### src/rtl/risc16_trace_capture.sv
// risc16_trace_capture: armed PC-trigger trace buffer draining {pc, instr} records over valid/ready
module risc16_trace_capture #(
    parameter int DEPTH = 16,
    parameter int CNT_W = 16
) (
    input  logic             clk,
    input  logic             reset,
    input  logic             arm,
    input  logic [15:0]      trig_pc,
    input  logic [CNT_W-1:0] post_count,
    input  logic [15:0]      curr_pc,
    input  logic [15:0]      curr_instr,
    output logic             tr_valid,
    input  logic             tr_ready,
    output logic [31:0]      tr_data,
    output logic             busy,
    output logic             done,
    output logic [CNT_W-1:0] dropped
);
    localparam int AW = $clog2(DEPTH);
    localparam int PW = AW + 1;

    typedef enum logic [1:0] {S_IDLE, S_ARMED, S_TRIG, S_DONE} state_t;

    state_t           state_q, state_d;
    logic [CNT_W-1:0] rem_q, rem_d;
    logic [CNT_W-1:0] dropped_q, dropped_d;
    logic [PW-1:0]    wr_ptr_q, wr_ptr_d;
    logic [PW-1:0]    rd_ptr_q, rd_ptr_d;
    logic [PW-1:0]    vis_ptr_q, vis_ptr_d;
    logic [31:0]      mem_q [DEPTH];
    logic             capture, full, pop, push;
    logic [AW-1:0]    waddr;

    // Session FSM, trigger countdown and FIFO pointer/drop bookkeeping.
    // vis_ptr lags wr_ptr by one cycle so a new record becomes visible one edge after capture.
    always_comb begin
        capture   = arm || state_q == S_ARMED || state_q == S_TRIG;
        full      = wr_ptr_q[AW-1:0] == rd_ptr_q[AW-1:0] && wr_ptr_q[AW] != rd_ptr_q[AW];
        tr_valid  = vis_ptr_q != rd_ptr_q;
        tr_data   = tr_valid ? mem_q[rd_ptr_q[AW-1:0]] : 32'h0;
        pop       = tr_valid && tr_ready && !arm;
        push      = capture && (arm || !full || pop);
        waddr     = arm ? '0 : wr_ptr_q[AW-1:0];
        wr_ptr_d  = arm ? PW'(1) : wr_ptr_q + PW'(push);
        rd_ptr_d  = arm ? '0 : rd_ptr_q + PW'(pop);
        vis_ptr_d = arm ? '0 : wr_ptr_q;
        dropped_d = arm ? '0 :
                    (capture && !push && dropped_q != '1) ? dropped_q + CNT_W'(1) : dropped_q;
        state_d   = state_q;
        rem_d     = rem_q;
        if (arm || state_q == S_ARMED) begin
            state_d = curr_pc != trig_pc ? S_ARMED : post_count == '0 ? S_DONE : S_TRIG;
            rem_d   = post_count;
        end else if (state_q == S_TRIG) begin
            state_d = rem_q == CNT_W'(1) ? S_DONE : S_TRIG;
            rem_d   = rem_q - CNT_W'(1);
        end
        busy    = state_q == S_ARMED || state_q == S_TRIG;
        done    = state_q == S_DONE;
        dropped = dropped_q;
    end

    // Control state with asynchronous clear.
    always_ff @(posedge clk or negedge reset) begin
        if (!reset) begin
            state_q   <= S_IDLE;
            rem_q     <= '0;
            dropped_q <= '0;
            wr_ptr_q  <= '0;
            rd_ptr_q  <= '0;
            vis_ptr_q <= '0;
        end else begin
            state_q   <= state_d;
            rem_q     <= rem_d;
            dropped_q <= dropped_d;
            wr_ptr_q  <= wr_ptr_d;
            rd_ptr_q  <= rd_ptr_d;
            vis_ptr_q <= vis_ptr_d;
        end
    end

    // Record storage; contents are only observable through valid pointers.
    always_ff @(posedge clk) begin
        if (push) mem_q[waddr] <= {curr_pc, curr_instr};
    end
endmodule

### config.mk
export PLATFORM = sky130hd
export DESIGN_NAME = risc16_trace_capture
export DESIGN_NICKNAME = d
export VERILOG_FILES = /design/src/rtl/risc16_trace_capture.sv
export SDC_FILE = /design/constraint.sdc
export NUM_CORES = 1
export LEC_CHECK = 0
export BUFFER_PORTS_ARGS = -buffer_cell sky130_fd_sc_hd__clkbuf_2
export CAP_MARGIN = 5
export CORE_UTILIZATION = 55
export CTS_CLUSTER_DIAMETER = 100
export DETAILED_ROUTE_END_ITERATION = 12
export PLACE_DENSITY = 0.76
export SLEW_MARGIN = 5
export SYNTH_ARGS = -nofsm -noshare
export SYNTH_HDL_FRONTEND = slang
export SYNTH_SLANG_ARGS = --single-unit
### constraint.sdc
create_clock -name clk -period 4.9 [get_ports clk]
set_clock_uncertainty 0.1 [all_clocks]
set_input_delay 0.735 -clock clk [delete_from_list [all_inputs] [get_ports clk]]
set_output_delay 0.735 -clock clk [all_outputs]
set_load 0.02 [all_outputs]
# ---- After elaboration in Yosys (flattened, before gate mapping)
# Memories as Yosys holds them, arrays and structs flattened.
# Index checks and enable logic that the tools add are counted.
dict set report op_classes {
  addsub 4
  eq_ne 9
  reduce_logical 17
  n_mux 16
}
# op count
set ops {}
lappend ops {{$mux 16} 4}
lappend ops {{$mux 32} 1}
lappend ops {{$add 16x1->16 const B} 1}
lappend ops {{$eq 16x1->1 const B} 1}
lappend ops {{$logic_not 16->1} 1}
lappend ops {{$ne 16x16->1} 1}
lappend ops {{$ne 16x16->1 const B} 1}
lappend ops {{$sub 16x1->16 const B} 1}
lappend ops {{$mux 5} 3}
lappend ops {{$add 5x1->5} 2}
lappend ops {{$logic_and 1x1->1} 6}
lappend ops {{$mux 2} 3}
lappend ops {{$logic_or 1x1->1} 5}
lappend ops {{$ne 5x5->1} 1}
lappend ops {{$eq 2x2->1 const B} 2}
lappend ops {{$eq 4x4->1} 1}
lappend ops {{$mux 1} 4}
lappend ops {{$mux 4} 1}
lappend ops {{$reduce_bool 2->1} 2}
lappend ops {{$logic_not 1->1} 3}
lappend ops {{$eq 2x1->1 const B} 1}
lappend ops {{$ne 1x1->1} 1}
dict set report word_totals {
  ramBits 512
  register_bits 49
  out_inout_bits 51
  word_cells 53
  n_memories 1
  input_bits 68
}
# memory depth width rd rd_clocked_by_memory_dff write_ports line
set mem_list {}
lappend mem_list {mem_q 16 32 1 0 1 31} ;# logic [31:0] mem_q [DEPTH];

# ---- Depth between registers and ports, before layout
# Gate-level depths: netlist of run 1.
dict set report logic_depth {
  depth_word 11
  depth_mapped 12
  mapped_depth_nobuf 10
}

# ---- Worst setup path before layout of run 1
# No wires, ideal clock.
dict set report synth_timing {
  kind {input port to flip-flop}
  start {in arm}
  end {mem mem_q[7][0] (enable)}
  required_ns 4.299
  arrival_ns 4.745
  setup_slack_ns -0.447
  setup_ns 0.501
  n_path_buf 2
  stages 5
  path_cell_list {clkbuf_1 > a311oi_2 > o21ai_1 > buf_2 > nor4_1}
}
dict set report synth_between {
  elab_chain_cells 6
  elab_cells_between_ends 10
  classes_between {mux (3); reduce/logical (7)}
}
# element line
set synth_rtl {}
lappend synth_rtl {{start: declaration} 8} ;# input logic arm,
lappend synth_rtl {{$logic_not 1->1} 42} ;# pop = tr_valid && tr_ready && !arm;
lappend synth_rtl {{$logic_and 1x1->1} 42}
lappend synth_rtl {{$logic_or 1x1->1} 43} ;# push = capture && (arm || !full || pop);
lappend synth_rtl {{$logic_and 1x1->1} 43}
lappend synth_rtl {{$mux 1} 85} ;# if (push) mem_q[waddr] <= {curr_pc, curr_instr};
lappend synth_rtl {{$mux 1 (not written as such)} 85}
lappend synth_rtl {{end: declaration} 31}
# Parallel ways exist; a longest one is shown, timed or not.

# ---- Final worst setup path of run 1
dict set report layout_timing {
  start {reg rd_ptr_q[1]}
  end {out tr_data[27]}
}
dict set report layout_between {
  elab_chain_cells 2
  elab_cells_between_ends 3
  classes_between {eq/ne (1); mux (1); memory (1)}
}
# element line
set layout_rtl {}
lappend layout_rtl {{start: declaration} 29} ;# logic [PW-1:0] rd_ptr_q, rd_ptr_d;
lappend layout_rtl {{start signal: assignment} 78} ;# rd_ptr_q <= rd_ptr_d;
lappend layout_rtl {{$mem_v2 16x32 or $ne 5x5->1 (tied branches)} n/a}
lappend layout_rtl {{$mux 32 *} 41} ;# tr_data = tr_valid ? mem_q[rd_ptr_q[AW-1:0]] : 32'h0;
lappend layout_rtl {{end: declaration} 15} ;# output logic [31:0] tr_data,
# Every way passes the cells marked *; elsewhere a longest branch is shown, timed or not.

==> results_dict.tcl, run 1 <==
set metrics [dict create \
    ys_top_cells_by_area "edfxtp_1 68%, mux4_2 6.4%, mux2i_1 5.6%" \
    setup_viol 0 \
    synthToLayoutAreaGrowth_pct 13.9 \
    placed_area_mm2 0.0240 \
    initial_utilization_pct 55.7 \
    die_h_um 205 \
    p_leak_nw 8.47 \
    synth_flop_cell "edfxtp_1" \
    routedWlPerCell_um 24.6 \
    synth_area_per_cell_um2 17.6 \
    powerDensity_mw_per_mm2 425 \
    min_path_type "in -> async" \
    timing.slew.headroom_pct 24.2 \
    fmaxAchievable_mhz 237 \
    yosysTopAreaCell "edfxtp_1" \
    endpoint_kind "output pin" \
    syn_area_mm2 0.0227 \
    cts_made_buffers 55 \
    dr.pass1.iters 5 \
    yosysUniqueCellTypes 51 \
    final_core_util_pct 63.4 \
    yosysWarnings 0 \
    nets 1504 \
    arrival_ns 3.38 \
    fin_crit_sh_pct 86.0 \
    hold_ws_ns 0.149 \
    netlist_instances 1293 \
    path_class "reg -> out" \
    globalplace.congestion 0.791 \
    drv_slew 0 \
    drc_errors 0 \
    design.core.area_mm2 0.0407 \
    die_area_mm2 0.0421 \
    yosysTopAreaCellShare_pct 67.8 \
    power_mw 11.0 \
    worstMarginPinSlew_ns 1.14 \
    path_clk_slew_ns 0.06 \
    vdd_drop_max_mv 0.304 \
    antenna_found_initial 0 \
    synthArstFlopShare_pct 8.73 \
    grt_setup_unrepaired "false" \
    clockBufferDepth 3 \
    place_hpwl_mm 26.5 \
    fp.dieW_um 205 \
    final_antenna_net_count 0 \
    fin_crit_ns 4.21 \
    synthesis.nets 1371 \
    critPathLaunchType "register" \
    num_io_pins 119 \
    grt.total_usage_pct 23.9 \
    grt_max_degree 99 \
    ys_seq_area_share_pct 73.2 \
    synth-edff-count 512 \
    drt_iter0_drc 1142 \
    outcome "complete, no violations" \
    hold_viol 0 \
    clock-root-buffer "clkbuf_16" \
    grt_overflow 0 \
    vias 12542 \
    numPortBuffers 118 \
    holdBufCountCts 0 \
    ys_ff_latch 561 \
    cts_sinks 561 \
    htreeDepth 2 \
    vias_per_cell 6.26 \
    post_cts.repair.setup_buffers 0 \
    ctsResizeCount 0 \
    cap_violations 0 \
    grt_pass1_vias 12421 \
    cp.required_ns 4.07 \
    drive_gt1_share_pct 23.1 \
    cts_tree "yes" \
    insertion_delay_ns 0.60 \
    n_antenna_cell 0 \
    rows 74 \
    grt_first_pass_wirelength_mm 74.1 \
    cp_max_fo 25 \
    drt_wl_total_mm 49.4 \
    fin_area_mm2 0.0258 \
]
-- final timing paths --
path / from / to / slack, ns / cells after the start
max: rd_ptr_q[1]$_DFF_PN0_ / tr_data[27] / 0.69 / 7
min reg2reg: state_q[1]$_DFFE_PN0P_ / state_q[1]$_DFFE_PN0P_ / 0.46 / 1
max reg2reg: rd_ptr_q[1]$_DFF_PN0_ / wr_ptr_q[4]$_DFF_PN0_ / 1.41 / 11
min in group clk: post_count[7] / rem_q[7]$_DFFE_PN0P_ / 0.26 / 3
min: reset / rem_q[7]$_DFFE_PN0P_ / 0.15 / 1
max in group asynchronous: reset / rd_ptr_q[3]$_DFF_PN0_ / 3.78 / 2
-- cells in the mapped netlist (3+ instances only) --
cell type	number
edfxtp_1	512
mux2i_1	128
mux4_2	64
nand2_1	64
dfrtp_1	49
o21ai_0	48
clkbuf_1	46
a21oi_1	36
o221ai_1	32
o22ai_1	32
o32a_1	32
xor2_1	32
buf_2	27
nor4_1	23
nor3_1	19
nor2_1	18
xnor2_1	14
nor2b_1	12
ha_1	10
inv_1	9
nand3_1	9
and3_1	7
nand4_1	7
mux2_2	6
a221o_1	5
nand2b_1	5
or4_1	5
and4_1	4
o21ai_1	4
o31ai_1	4
buf_1	3
or2_2	3
or3_1	3
-- layout by cell type (no fill, tap or decap), types with 12 or more instances in the layout --
cell type  synthesis  final
mux4_2            64     64
o221ai_1          32     32
clkbuf_2           0    118
mux2i_1          128    128
o22ai_1           32     32
buf_4              2     35
edfxtp_1         512    512
xor2_1            32     32
o21ai_0           48     48
o32a_1            32     32
nand2_1           64     63
nor2_1            18     18
clkbuf_1          46     15
xnor2_1           14     14
clkbuf_16          0     55
nor4_1            23     15
nor2b_1           12     12
a21oi_1           36     36
dfrtp_1           49     45
-- state kept, by name (all words and copies together) (netlist names) --
signal,flops
mem_q,512
rem_q,16
rd_ptr_q,5
state_q,2
dropped,16
vis_ptr_q,5
wr_ptr_q,5
-- cell type report --
class | count | area, um2
Clock inverter | 33 | 382
Fill cell | 2768 | 14900
Timing Repair Buffer | 155 | 893
Inverter | 9 | 33.8
Multi-Input combinational cell | 644 | 5830
Sequential cell | 561 | 16600
Tap cell | 532 | 666
Clock buffer | 70 | 1430
-- critical path: stages, from the launching register on --
cell      delay, ns
dfrtp_4        0.65
xor2_1         0.24
nor3_2         0.28
nand3_2        0.77
buf_4          0.50
nand2_1        0.09
a21oi_1        0.05
clkbuf_2       0.19
-- per-layer routing --
| metal | wire length [um] | track usage (%) | vias up |
|---|---|---|---|
| met5 | 0 | 0 | - |
| met2 | 24600 | 39.6 | 503 |
| met1 | 20200 | 32.9 | 6454 |
| met4 | 981 | 6.64 | 0 |
| met3 | 3480 | 4.18 | 76 |
| li1 | - | - | 5509 |
-- stage by stage --
step / worst slack [ns] / cells / setup TNS, ns
2_1_floorplan: -0.281 / 1293 / -62.84
3_3_place_gp: 1.40 / 1901 / 0
3_5_place_dp: 1.34 / 1901 / 0
4_1_cts: 0.670 / 2004 / 0
5_1_grt: 0.571 / 2004 / 0
6_report: 0.688 / 2004 / 0
-- kinds of logic after synthesis --
logic type	count (synthesis)	synth area share, %
adders and majority gates	10	0.551
muxes	198	12.3
and+or+nand+nor	189	4.41
AOI/OAI and AO/OA	201	6.14
buffers and inverters	88	1.67
xor gates and xnor gates	46	1.78
DFF	561	73.2
-- power by group --
| group | switching, mW | internal (mW) | total, mW | leakage (nW) |
|---|---|---|---|---|
| clock | 1.76 | 2.45 | 4.21 | 0.876 |
| combinational | 0.770 | 0.473 | 1.24 | 2.32 |
| sequential | 0.0855 | 5.44 | 5.53 | 5.27 |
(Power assumes the default switching activity.)
==> inputs of run 2 (changes only) <==
Settings changed: BUFFER_PORTS_ARGS -buffer_cell sky130_fd_sc_hd__clkbuf_2 to unset, CORE_UTILIZATION 55 to 57, DONT_BUFFER_PORTS set to 1, PLACE_DENSITY 0.76 to 0.75.
==> run 2 against run 1 <==
Compared with the run above:
- count of clock-buffer cells in the layout grew 2
- critical endpoint is now tr_data[23]
- first-iteration DRC count shrank 20%
- critical path depth shrank 1
- global-route usage grew 0.69 points
- non-clock buffer count shrank 113
- sequential power is essentially flat
- flip-flop and latch count is the same
- largest power group unchanged
- die area shrank 3.5%
- routed wire length shrank 1.2%
- hold slack lost 0.046 ns
- total power shrank 3.3%
- clock power shrank 5.0%
==> results_dict.tcl, run 2 (synthesized netlist as in run 1, its figures left out) <==
set metrics [dict create \
    die_h_um 202 \
    design.core.area_mm2 0.0389 \
    p_leak_nw 7.93 \
    reg2reg_depth 11 \
    cp_max_fo 33 \
    vdd_drop_max_mv 0.330 \
    die_area_mm2 0.0406 \
    globalplace.congestion 0.798 \
    hold_viol 0 \
    insertion_delay_ns 0.60 \
    n_antenna_cell 0 \
    htreeDepth 2 \
    routedWlPerCell_um 26.1 \
    timing.slew.headroom_pct 29.0 \
    path_clk_slew_ns 0.06 \
    vias 12037 \
    cap_violations 0 \
    met2_usage_pct 40.7 \
    setup_viol 0 \
    critPathLaunchType "register" \
    num_io_pins 119 \
    grt_pass1_vias 12165 \
    r2r-end "wr_ptr_q[4]$_DFF_PN0_" \
    fmaxAchievable_mhz 246 \
    r2r_slack_ns 1.59 \
    cts_sinks 561 \
    ctsResizeCount 0 \
    stdcell_count 1869 \
    use_met1_pct 33.6 \
    clockBufferDepth 3 \
    drc_errors 0 \
    outcome "complete, no violations" \
    met3_usage_pct 4.18 \
    antenna_found_initial 0 \
    holdBufCountCts 2 \
    worstMarginPinSlew_ns 1.06 \
    hold_ws_ns 0.103 \
    largest_reg_flops 512 \
    fp.dieW_um 202 \
    rows 72 \
    path_class "reg -> out" \
    numPortBuffers 0 \
    cts_made_buffers 55 \
    final_cell_mix "512 x edfxtp_1, 128 x mux2i_1, 64 x mux4_2" \
    grt_setup_unrepaired "false" \
    place_hpwl_mm 26.8 \
    mostFrequentLayoutCell "edfxtp_1" \
    vias_per_cell 6.44 \
    final_antenna_net_count 0 \
    final_core_util_pct 64.7 \
    synthToLayoutAreaGrowth_pct 10.9 \
    initial_utilization_pct 58.3 \
    largest_register "mem_q" \
    grt_overflow 0 \
    nets 1391 \
    drt_wl_total_mm 48.8 \
    dr.pass1.iters 5 \
    hold_end "dropped[5]$_DFFE_PN0P_" \
    min-delay-start "arm" \
    arrival_ns 3.23 \
    endpoint_kind "output pin" \
    num-fill-cells 2678 \
    grt_max_degree 80 \
    grt_first_pass_wirelength_mm 74.3 \
    fin_crit_sh_pct 82.9 \
    drive_gt1_share_pct 16.2 \
    holdPathStages 1 \
    powerDensity_mw_per_mm2 422 \
    clock-root-buffer "clkbuf_16" \
    grt.total_usage_pct 24.6 \
    post_cts.repair.setup_buffers 0 \
    drv_slew 0 \
    drt_iter0_drc 918 \
    cp.required_ns 4.07 \
    cts_tree "yes" \
    gr-max-usage-layer "met2" \
    min_path_type "in -> reg" \
    r2r-start "rd_ptr_q[1]$_DFF_PN0_" \
    dpl.cell_count 1772 \
    fin_crit_ns 4.06 \
]
-- run 2: worst max-delay path by stage --
stage	startpoint	endpoint	slack, ns	depth (start not counted)
after global placement	rd_ptr_q[1]$_DFF_PN0_	tr_data[23]	1.55	6
final	rd_ptr_q[1]$_DFF_PN0_	tr_data[23]	0.84	6
after floorplan	arm	mem_q[4][0]$_DFFE_PP_	-0.28	4
after global routing	rd_ptr_q[1]$_DFF_PN0_	tr_data[23]	0.71	6
after CTS	rd_ptr_q[1]$_DFF_PN0_	tr_data[23]	0.84	6
after detailed placement	rd_ptr_q[1]$_DFF_PN0_	tr_data[23]	1.47	6
-- run 2: per-stage QoR --
stage	power [mW]	setup TNS (ns)	cell area, um2	setup slack [ns]
global route	10.9	0	25200	0.714
CTS	10.7	0	25200	0.843
detailed placement	6.71	0	23400	1.47
global placement	6.69	0	23400	1.55
floorplan	6.42	-62.84	22700	-0.281
finish	10.6	0	25200	0.839
-- run 2: critical path, stage by stage, from the launching register on --
cell,delay [ns]
dfrtp_4,0.48
nand2b_2,0.65
buf_4,0.45
o221ai_1,0.27
o32a_1,0.18
nand2_1,0.05
a21oi_1,0.54
-- run 2: power by group --
group / internal (mW) / switching (mW) / leakage [nW] / total [mW]
clock: 2.29 / 1.71 / 0.816 / 4.00
combinational: 0.407 / 0.702 / 1.84 / 1.11
sequential: 5.45 / 0.0714 / 5.27 / 5.52
-- run 2: layer usage --
metal  wire [um]  part of all wire [%]
met5           0                     0
met4        1180                   2.4
met3        3520                   7.2
met2       24100                    49
met1       19900                    41
-- run 2: area by class of cell --
cell class              count  area (um2)  area share [%]
clock inverters            23         218           0.865
repair buffers             42         363            1.44
multi-input cells         644        5830            23.2
inverters                   9        33.8           0.134
well taps                 518         648            2.58
flip-flops and latches    561       16600            66.0
clock buffers              72        1460            5.80
